### src/rtl/clk_lock_monitor.sv
// clk_lock_monitor
//   Reset sequencer behind the clock manager. It synchronizes the async
//   `locked` status and waits until lock has been continuously stable for
//   STABLE_CYCLES cycles. It then releases the debug reset, and releases the
//   core reset DBG_LEAD cycles after that. A lock drop after release
//   re-asserts both resets, sets a sticky flag and bumps a saturating counter.
//
// Ports
//   clk        in   system clock
//   reset      in   synchronous active-high reset
//   locked     in   clock manager lock status (asynchronous to clk)
//   clr_fault  in   pulse: clears lock_lost / drop_count
//   dbg_reset  out  debug-domain reset, active high (registered)
//   sys_reset  out  core reset, active high (registered)
//   ready      out  high only while in RUN (registered)
//   lock_lost  out  sticky lock-drop flag
//   drop_count out  saturating count of lock drops after release
module clk_lock_monitor #(
    parameter int STABLE_CYCLES = 1024,
    parameter int DBG_LEAD      = 16,
    parameter int CNT_W         = 8
) (
    input  logic             clk,
    input  logic             reset,
    input  logic             locked,
    input  logic             clr_fault,
    output logic             dbg_reset,
    output logic             sys_reset,
    output logic             ready,
    output logic             lock_lost,
    output logic [CNT_W-1:0] drop_count
);

    localparam int MAXC = (STABLE_CYCLES > DBG_LEAD) ? STABLE_CYCLES : DBG_LEAD;
    localparam int CW   = (MAXC > 2) ? $clog2(MAXC) : 1;
    localparam logic [CW-1:0] STABLE_LAST = CW'(STABLE_CYCLES - 1);
    localparam logic [CW-1:0] LEAD_LAST   = CW'(DBG_LEAD - 1);

    typedef enum logic [1:0] {S_WAIT, S_STABLE, S_DBG, S_RUN} state_t;

    state_t        state;
    logic [CW-1:0] cnt;
    logic          s1, s2;
    logic          drop;

    // Only a loss of lock after debug reset has been released is a fault;
    // losing lock while still qualifying in STABLE just restarts the window.
    assign drop = !s2 && (state == S_DBG || state == S_RUN);

    always_ff @(posedge clk) begin
        if (reset) begin
            state      <= S_WAIT;
            cnt        <= '0;
            s1         <= 1'b0;
            s2         <= 1'b0;
            dbg_reset  <= 1'b1;
            sys_reset  <= 1'b1;
            ready      <= 1'b0;
            lock_lost  <= 1'b0;
            drop_count <= '0;
        end else begin
            s1 <= locked;
            s2 <= s1;

            case (state)
                S_WAIT: begin
                    if (s2) begin
                        state <= S_STABLE;
                        cnt   <= '0;
                    end
                end
                S_STABLE: begin
                    if (!s2) begin
                        state <= S_WAIT;
                        cnt   <= '0;
                    end else if (cnt == STABLE_LAST) begin
                        state     <= S_DBG;
                        cnt       <= '0;
                        dbg_reset <= 1'b0;
                    end else begin
                        cnt <= cnt + CW'(1);
                    end
                end
                S_DBG: begin
                    if (!s2) begin
                        state     <= S_WAIT;
                        cnt       <= '0;
                        dbg_reset <= 1'b1;
                    end else if (cnt == LEAD_LAST) begin
                        state     <= S_RUN;
                        cnt       <= '0;
                        sys_reset <= 1'b0;
                        ready     <= 1'b1;
                    end else begin
                        cnt <= cnt + CW'(1);
                    end
                end
                S_RUN: begin
                    if (!s2) begin
                        state     <= S_WAIT;
                        dbg_reset <= 1'b1;
                        sys_reset <= 1'b1;
                        ready     <= 1'b0;
                    end
                end
                default: begin
                    state     <= S_WAIT;
                    cnt       <= '0;
                    dbg_reset <= 1'b1;
                    sys_reset <= 1'b1;
                    ready     <= 1'b0;
                end
            endcase

            // Clear takes effect before a same-cycle drop is counted.
            if (clr_fault) begin
                lock_lost  <= drop;
                drop_count <= drop ? CNT_W'(1) : '0;
            end else if (drop) begin
                lock_lost <= 1'b1;
                if (drop_count != '1)
                    drop_count <= drop_count + CNT_W'(1);
            end
        end
    end

endmodule

### config.mk
export PLATFORM = sky130hd
export DESIGN_NAME = clk_lock_monitor
export DESIGN_NICKNAME = d
export VERILOG_FILES = /design/src/rtl/clk_lock_monitor.sv
export SDC_FILE = /design/constraint.sdc
export NUM_CORES = 1
export LEC_CHECK = 0
export CAP_MARGIN = 5
export CORE_UTILIZATION = 45
export DETAILED_ROUTE_END_ITERATION = 6
export GPL_TIMING_DRIVEN = 0
export PLACE_DENSITY = 0.79
export SKIP_CTS_REPAIR_TIMING = 1
export SLEW_MARGIN = 10
export SYNTH_ARGS = -nofsm -noshare
export SYNTH_HDL_FRONTEND = slang
export SYNTH_SLANG_ARGS = --single-unit
### constraint.sdc
create_clock -name clk -period 1.85 [get_ports clk]
set_clock_uncertainty 0.1 [all_clocks]
set_input_delay 0.37 -clock clk [delete_from_list [all_inputs] [get_ports clk]]
set_output_delay 0.37 -clock clk [all_outputs]
set_load 0.02 [all_outputs]
# Word-level counts from Yosys, hierarchy flattened
# Index checks and enable logic that the tools add are counted.
classes:
  mux: 30
  add_sub_neg: 2
  n_reduce_logical: 15
  n_eq_ne: 15
ops:
  columns: ["cell", "n"]
  rows:
  - ["$mux W10", 5]
  - ["$pmux W10 S3", 1]
  - ["$mux W8", 3]
  - ["$mux W2", 6]
  - ["$ne A2 B2 Y1 const B", 6]
  - ["$reduce_and A4 Y1", 3]
  - ["$mux W1", 11]
  - ["$add A10 B1 Y10 const B", 1]
  - ["$eq A10 B10 Y1 const B", 1]
  - ["$eq A10 B4 Y1 const B", 1]
  - ["$add A8 B1 Y8 const B", 1]
  - ["$ne A8 B8 Y1 const B", 1]
  - ["$pmux W2 S4", 1]
  - ["$reduce_bool A2 Y1", 4]
  - ["$pmux W1 S2", 3]
  - ["$eq A2 B2 Y1 const B", 2]
  - ["$reduce_and A2 Y1", 2]
  - ["$ne A3 B2 Y1 const B", 1]
  - ["$ne A3 B3 Y1 const B", 1]
  - ["$reduce_bool A3 Y1", 1]
  - ["$eq A2 B1 Y1 const B", 1]
  - ["$logic_not A2 Y1", 1]
  - ["$ne A2 B1 Y1 const B", 1]
  - ["$reduce_or A2 Y1", 1]
  - ["3 further kinds", 3]
word_totals:
  ff_bits: 26
  wordCells: 71
  input_bits: 4
  out_inout_bits: 12

# Logic depth before layout (Yosys ltp)
# Gate-level depths: netlist of the first run.
depth:
  word_depth: 5
  ltp_mapped: 8
  depth_no_buf: 7

# Worst setup path before layout of the first run
# OpenSTA, ideal clock, no wires.
synth_path:
  path_type: "reg2reg"
  start: "register state[0]"
  end: "register drop_count[3]"
  setup_time_ns: 0.070
  t_arrival_ns: 1.795
  n_path_buf: 1
  period_less_slack_ns: 1.964
  t_required_ns: 1.680
  path_stages_with_launch: 9
  path_slack_ns: -0.114
  path_cell_list: "dfxtp_1 inv_1 ha_1 clkbuf_2 nor2_1 a311oi_1 nor2_1 or3_1 a21oi_1"
synth_via:
  elab_chain_cells: 5
  word_cells_on_any_way: 6
  classes_between: "eq/ne (2); reduce/logical (4)"
synth_rtl:
  columns: ["item", "line_no", "source"]
  rows:
  - ["start: declaration", "41", "state_t state;"]
  - ["start signal: assignment", "52", "state <= S_WAIT;"]
  - ["start signal: assignment", "68", "state <= S_STABLE;"]
  - ["start signal: assignment", "74", "state <= S_WAIT;"]
  - ["$eq A2 B2 Y1", "48", "assign drop = !s2 && (state == S_DBG || state == S_RUN);"]
  - ["$logic_or A1 B1 Y1 *", "48", null]
  - ["$logic_and A1 B1 Y1 *", "48", null]
  - ["$reduce_bool A2 Y1 (no source line) *", null, null]
  - ["$reduce_and A2 Y1 (no source line) *", null, null]
  - ["end signal: assignment", "118", "drop_count <= drop ? CNT_W'(1) : '0;"]
  - ["end signal: assignment", "122", "drop_count <= drop_count + CNT_W'(1);"]
  - ["end: declaration", "31", "output logic [CNT_W-1:0] drop_count"]
# Every way passes the cells marked *; elsewhere a longest branch is shown, timed or not.
# A chain may end at the register's enable or synchronous reset.

# Worst setup path in the final report of the first run
layout_path:
  start: "register cnt[9]"
  end: "register state[1]"
layout_via:
  elab_chain_cells: 3
  word_cells_on_any_way: 5
  classes_between: "eq/ne (4); reduce/logical (1)"
layout_rtl:
  columns: ["item", "line_no", "source"]
  rows:
  - ["start: declaration", "42", "logic [CW-1:0] cnt;"]
  - ["start signal: assignment", "81", "cnt <= cnt + CW'(1);"]
  - ["start signal: assignment", "95", "cnt <= cnt + CW'(1);"]
  - ["$eq A10 B10 Y1 / $eq A10 B4 Y1 (equally long branches)", "76, 89", null]
  - ["$ne A3 B3 Y1 (no source line) / $ne A3 B2 Y1 (equally long branches)", null, null]
  - ["$reduce_and A4 Y1 (no source line) *", null, null]
  - ["end signal: assignment", "74", null]
  - ["end signal: assignment", "77", "state <= S_DBG;"]
  - ["end signal: assignment", "86", "state <= S_WAIT;"]
# Marked as above.

==> results_dict.tcl, run 1 <==
set metrics [dict create \
    instances_no_fill 220 \
    layout-drive-gt1-share_pct 23.8 \
    cp_max_fo 4 \
    drcViolationCount 2 \
    synthFlopType "dfxtp_1" \
    top_usage_layer "met2" \
    row_count 19 \
    maxSlewHeadroom_pct 64.7 \
    placed_cells 208 \
    netlist_instances 162 \
    grt_pass1_vias 1084 \
    track_usage_pct 18.7 \
    clk_latency_ns 0.32 \
    max_cap_viol_count 0 \
    cts_tree "done" \
    violations "DRC, setup timing" \
    drt_iter0_drc 110 \
    p_int_uw 709 \
    wl_per_cell_um 15.7 \
    syn_area_sq_mm 0.00137 \
    pwr-share-comb_pct 7.0 \
    cts-root-buf "clkbuf_4" \
    end_kind "flop" \
    cts.sinks 26 \
    synth-seq-cells 26 \
    die_h_um 57.2 \
    grt_pass1_wl_um 4750 \
    synth.area.top_cells "dfxtp_1 38%, nor2_1 6.0%, ha_1 5.5%" \
    gr-usage-met2_pct 32.4 \
    hold_viol 0 \
    areaGrowthSynthToFinish_pct 31.0 \
    p_sw_share_pct 23.1 \
    cp-start-kind "flop" \
    pin_count 16 \
    cp.required_ns 1.98 \
    gp_congestion 0.832 \
    vias 1330 \
    syn_area_per_cell_sq_um 8.46 \
    synth-edff-count 0 \
    path_class "reg2reg" \
    fin_crit_sh_pct 114 \
    path_clk_slew_ns 0.14 \
    yosysSeqAreaShare_pct 38.0 \
    initial_utilization_pct 48.4 \
    synth_area_leader_cell "dfxtp_1" \
    antenna_found_initial 0 \
    worst_ir_drop_vdd_mv 0.261 \
    p_leak_uw 0.000739 \
    cts_buffers 3 \
    fin_nets 200 \
    gr-usage-met1_pct 22.7 \
    setup_violations 14 \
    power.net_switching_uw 212 \
    arrival_ns 2.24 \
    finalSetupTns_ns -2.28 \
    use_met3_pct 3.63 \
    pre_cts_ws_ns -0.301 \
    core_region_area_sq_mm 0.00283 \
    overflow 0 \
    synth.most_common_cell "dfxtp_1" \
    die_area_sq_mm 0.00327 \
    dp_hpwl_um 2220 \
    drv_slew 0 \
    portBuffers 15 \
    synthArstFlopShare_pct 0 \
    ant_nets 0 \
    drt_wl_total_um 3460 \
    hp-class "reg2reg" \
    p_per_area_mw_per_mm2 514 \
    insertedDiodeCount 0 \
    die_x_um 57.2 \
    worst_slack_ns -0.255 \
    synthTopCellsByCount "26 x dfxtp_1, 22 x nor2_1, 13 x a21oi_1, 13 x nand2_1, 9 x nand3_1" \
    finalPower_uw 922 \
    yosysUniqueCellTypes 45 \
    rsz0062_at_grt "true" \
    status "finished with violations" \
    max-clock-path-buffers 2 \
    period_needed_ns 2.10 \
    dr.pass1.iters 6 \
    seqPwrFrac_pct 61.5 \
    syn_nets 172 \
    grt_max_degree 15 \
    yosysTopAreaCellShare_pct 38.0 \
    synth_warnings 0 \
    pwr-share-clk_pct 31.5 \
    max_clock_freq_mhz 475 \
    vias_per_cell 6.05 \
    htree_levels 1 \
    worstMarginPinSlew_ns 0.515 \
]
==> metrics by stage <==
step	utilization [%]	cell area (sq um)	hold WS [ns]
3_3_place_gp	55.6	1570	0.323
2_1_floorplan	-	1380	0.314
5_1_grt	63.4	1790	0.396
6_report	63.4	1790	0.371
4_1_cts	56.8	1610	0.367
3_5_place_dp	55.6	1570	0.339
==> routing by layer <==
metal | wire length [um] | share of wire [%]
met5 | 0 | 0
met4 | 53 | 1.5
met2 | 1790 | 52
met3 | 146 | 4.2
met1 | 1470 | 43
==> worst max-delay path, cell delays in order (launching register included) <==
cell and delay [ns]:
dfxtp_2 0.37, or4_4 0.55, o41ai_4 0.38, buf_4 0.18, nand4b_1 0.19, o41ai_2 0.25
==> area by class of cell <==
cell class | count | area, sq um
inverter | 6 | 22.5
buffer | 5 | 26.3
tap | 31 | 38.8
sequential | 26 | 532
clock buffer | 4 | 36.3
multi-input combinational | 125 | 908
timing repair buffer | 23 | 230
fill | 234 | 1030
==> kinds of logic after synthesis <==
family	count (synthesis)	share of synthesized area, %
AOI/OAI and AO/OA	42	22.3
DFF	26	38.0
muxes	5	3.74
xor gates and xnor gates	3	1.92
buffers and inverters	11	3.10
and+or+nand+nor	69	25.5
adders and majority gates	6	5.48
==> sequential cells by signal (all words and copies together), names as in the netlist <==
| register | count |
|---|---|
| s1 | 1 |
| ready | 1 |
| s2 | 1 |
| drop_count | 8 |
| dbg_reset | 1 |
| sys_reset | 1 |
| lock_lost | 1 |
| cnt | 10 |
| state | 2 |
==> final timing paths <==
kind | start | end | slack (ns) | depth (start not counted)
min | s1 | s2 | 0.37 | 1
max | cnt[9] | state[1] | -0.25 | 5
min reg2reg | s1 | s2 | 0.37 | 1
max reg2reg | cnt[9] | state[1] | -0.25 | 5
==> power by group through the flow <==
stage	logic (uW)	registers, uW	clock network [uW]
4_1_cts	54.3	566	305
3_3_place_gp	52.5	578	0
2_1_floorplan	36.5	577	0
5_1_grt	69.7	567	320
3_5_place_dp	53.9	578	0
6_report	64.7	566	290
==> layout by cell type (no fill, tap or decap), types with 4 or more instances in the layout <==
cell type and count:
nor2_1 20, dfxtp_1 17, nand2_1 13, a21oi_1 11, nand3_1 9, dfxtp_2 9
dlymetal6s2s_1 8, buf_4 8, clkdlybuf4s50_1 7, o21ai_0 6, inv_1 5, mux2i_1 4
(Power assumes the default switching activity.)
==> run 2: changes to the inputs <==
--- a/config.mk
+++ b/config.mk
@@ -5,11 +5,12 @@
 export SDC_FILE = /design/constraint.sdc
 export NUM_CORES = 1
 export LEC_CHECK = 0
+export ABC_CLOCK_PERIOD_IN_PS = 1850
 export CAP_MARGIN = 5
-export CORE_UTILIZATION = 45
+export CORE_UTILIZATION = 35
 export DETAILED_ROUTE_END_ITERATION = 6
 export GPL_TIMING_DRIVEN = 0
-export PLACE_DENSITY = 0.79
+export PLACE_DENSITY = 0.66
 export SKIP_CTS_REPAIR_TIMING = 1
 export SLEW_MARGIN = 10
 export SYNTH_ARGS = -nofsm -noshare
==> run 2 against run 1 <==
Effect of this change:
- the run ends with setup timing left
- via count fell by 2.8%
- maximum frequency rose by 2.3%
- sequential share of layout area fell by 1.6 points
- worst hold slack got worse by 0.022 ns
- core utilization fell by 12 points
- register-to-register slack improved by 0.05 ns
- final cell count rose by 9.1%
- cell area rose by 6.8%
- flip-flop and latch count did not move
- die area rose by 28%
==> results_dict.tcl, run 2 (same netlist as run 1, synthesis figures left out) <==
set metrics [dict create \
    vias 1293 \
    post-route-util_pct 51.6 \
    fin_crit_sh_pct 111 \
    layout-drive-gt1-share_pct 27.1 \
    grt_pass1_vias 1109 \
    grt_pass1_wl_um 5090 \
    arrival_ns 2.13 \
    die_h_um 64.6 \
    route.met3.wl_um 87 \
    setup_violations 13 \
    period_needed_ns 2.06 \
    hp-class "reg2reg" \
    max_cap_viol_count 0 \
    row_count 22 \
    cts_tree "done" \
    htree_levels 1 \
    worst_ir_drop_vdd_mv 0.445 \
    antenna_found_initial 0 \
    overflow 0 \
    areaGrowthSynthToFinish_pct 39.9 \
    cts-root-buf "clkbuf_8" \
    violations "setup timing" \
    pin_count 16 \
    p_int_uw 875 \
    final_common_cell "nor2_1" \
    top_register "cnt" \
    clk_latency_ns 0.28 \
    cp.required_ns 1.92 \
    gp_congestion 0.782 \
    reg_top3 "cnt x10, drop_count x8, state x2" \
    wl_per_cell_um 13.6 \
    max-clock-path-buffers 2 \
    seqPwrFrac_pct 50.7 \
    status "finished with violations" \
    initial_utilization_pct 36.9 \
    drt_wl_total_um 3280 \
    portBuffers 15 \
    cp-start-kind "flop" \
    core_region_area_sq_mm 0.00372 \
    max_clock_freq_mhz 486 \
    wl_met1_um 1560 \
    placed_cells 225 \
    end_kind "flop" \
    rsz0062_at_grt "true" \
    drv_slew 0 \
    pre_cts_ws_ns -0.323 \
    p_sw_share_pct 21.1 \
    fillers 353 \
    cp_max_fo 8 \
    track_usage_pct 15.5 \
    insertedDiodeCount 0 \
    largest_reg_flops 10 \
    dr_wl_met2_um 1620 \
    p_per_area_mw_per_mm2 579 \
    grt_max_degree 16 \
    multi_input_area_sq_um 956 \
    hold_viol 0 \
    drcViolationCount 0 \
    vias_per_cell 5.39 \
    instances_no_fill 240 \
    highest_layer "met4" \
    path_class "reg2reg" \
    pwr-share-clk_pct 43.1 \
    cts_buffers 3 \
    worst_slack_ns -0.207 \
    fin_nets 203 \
    pwr-share-comb_pct 6.1 \
    cts.sinks 26 \
    worstMarginPinSlew_ns 0.565 \
    dr.pass1.iters 5 \
    seqCellArea_sq_um 537 \
    die_area_sq_mm 0.00417 \
    p_leak_uw 0.000707 \
    die_x_um 64.6 \
    power.net_switching_uw 235 \
    ant_nets 0 \
    dp_hpwl_um 2080 \
    finalPower_uw 1110 \
    drt_iter0_drc 85 \
    layout_common_cells "20 x nor2_1, 19 x dfxtp_1, 12 x nand2_1, 12 x clkdlybuf4s50_1" \
    fin_hold_ws_ns 0.349 \
    path_clk_slew_ns 0.09 \
    maxSlewHeadroom_pct 61.3 \
]
[run 2: final cells by class]
type | count | area share [%]
Inverter | 6 | 1.31
Clock buffer | 3 | 2.15
Multi-Input combinational cell | 125 | 49.9
Clock inverter | 1 | 1.57
Tap cell | 48 | 3.13
Buffer | 5 | 1.44
Timing Repair Buffer | 26 | 12.5
Sequential cell | 26 | 28.0
[run 2: critical path, stage by stage, from the launching register on]
cell and delay [ns]:
dfxtp_4 0.36, or4_4 0.53, o41ai_4 0.31, buf_4 0.20, a211oi_4 0.10, a21o_1 0.18, a22o_1 0.17
[run 2: power by group through the flow]
stage / sequential [uW] / combinational, uW / clock, uW
5_1_grt: 564 / 75.1 / 511
2_1_floorplan: 577 / 36.5 / 0
6_report: 563 / 68.1 / 479
4_1_cts: 565 / 55.4 / 497
3_5_place_dp: 578 / 55.3 / 0
3_3_place_gp: 578 / 54.4 / 0
[run 2: through the flow]
stage          area [sq um]  TNS (ns)
6_report               1920     -1.33
5_1_grt                1920     -2.50
4_1_cts                1660     -2.71
3_5_place_dp           1590     -4.54
3_3_place_gp           1590     -4.09
2_1_floorplan          1380    -0.177
[run 2: path summary, 6_finish.rpt]
| kind | startpoint | to | slack (ns) | depth (start not counted) |
|---|---|---|---|---|
| worst min-delay path | s1 | s2 | 0.35 | 1 |
| worst max register to register | cnt[5] | cnt[4] | -0.21 | 6 |
| worst min register to register | s1 | s2 | 0.35 | 1 |
| worst max-delay path | cnt[5] | cnt[4] | -0.21 | 6 |
[run 2: metal layers]
metal | global-route usage, % | vias up
met1 | 21.7 | 612
li1 | - | 646
met5 | 0 | -
met4 | 3.33 | 0
met3 | 3.70 | 5
met2 | 24.1 | 30
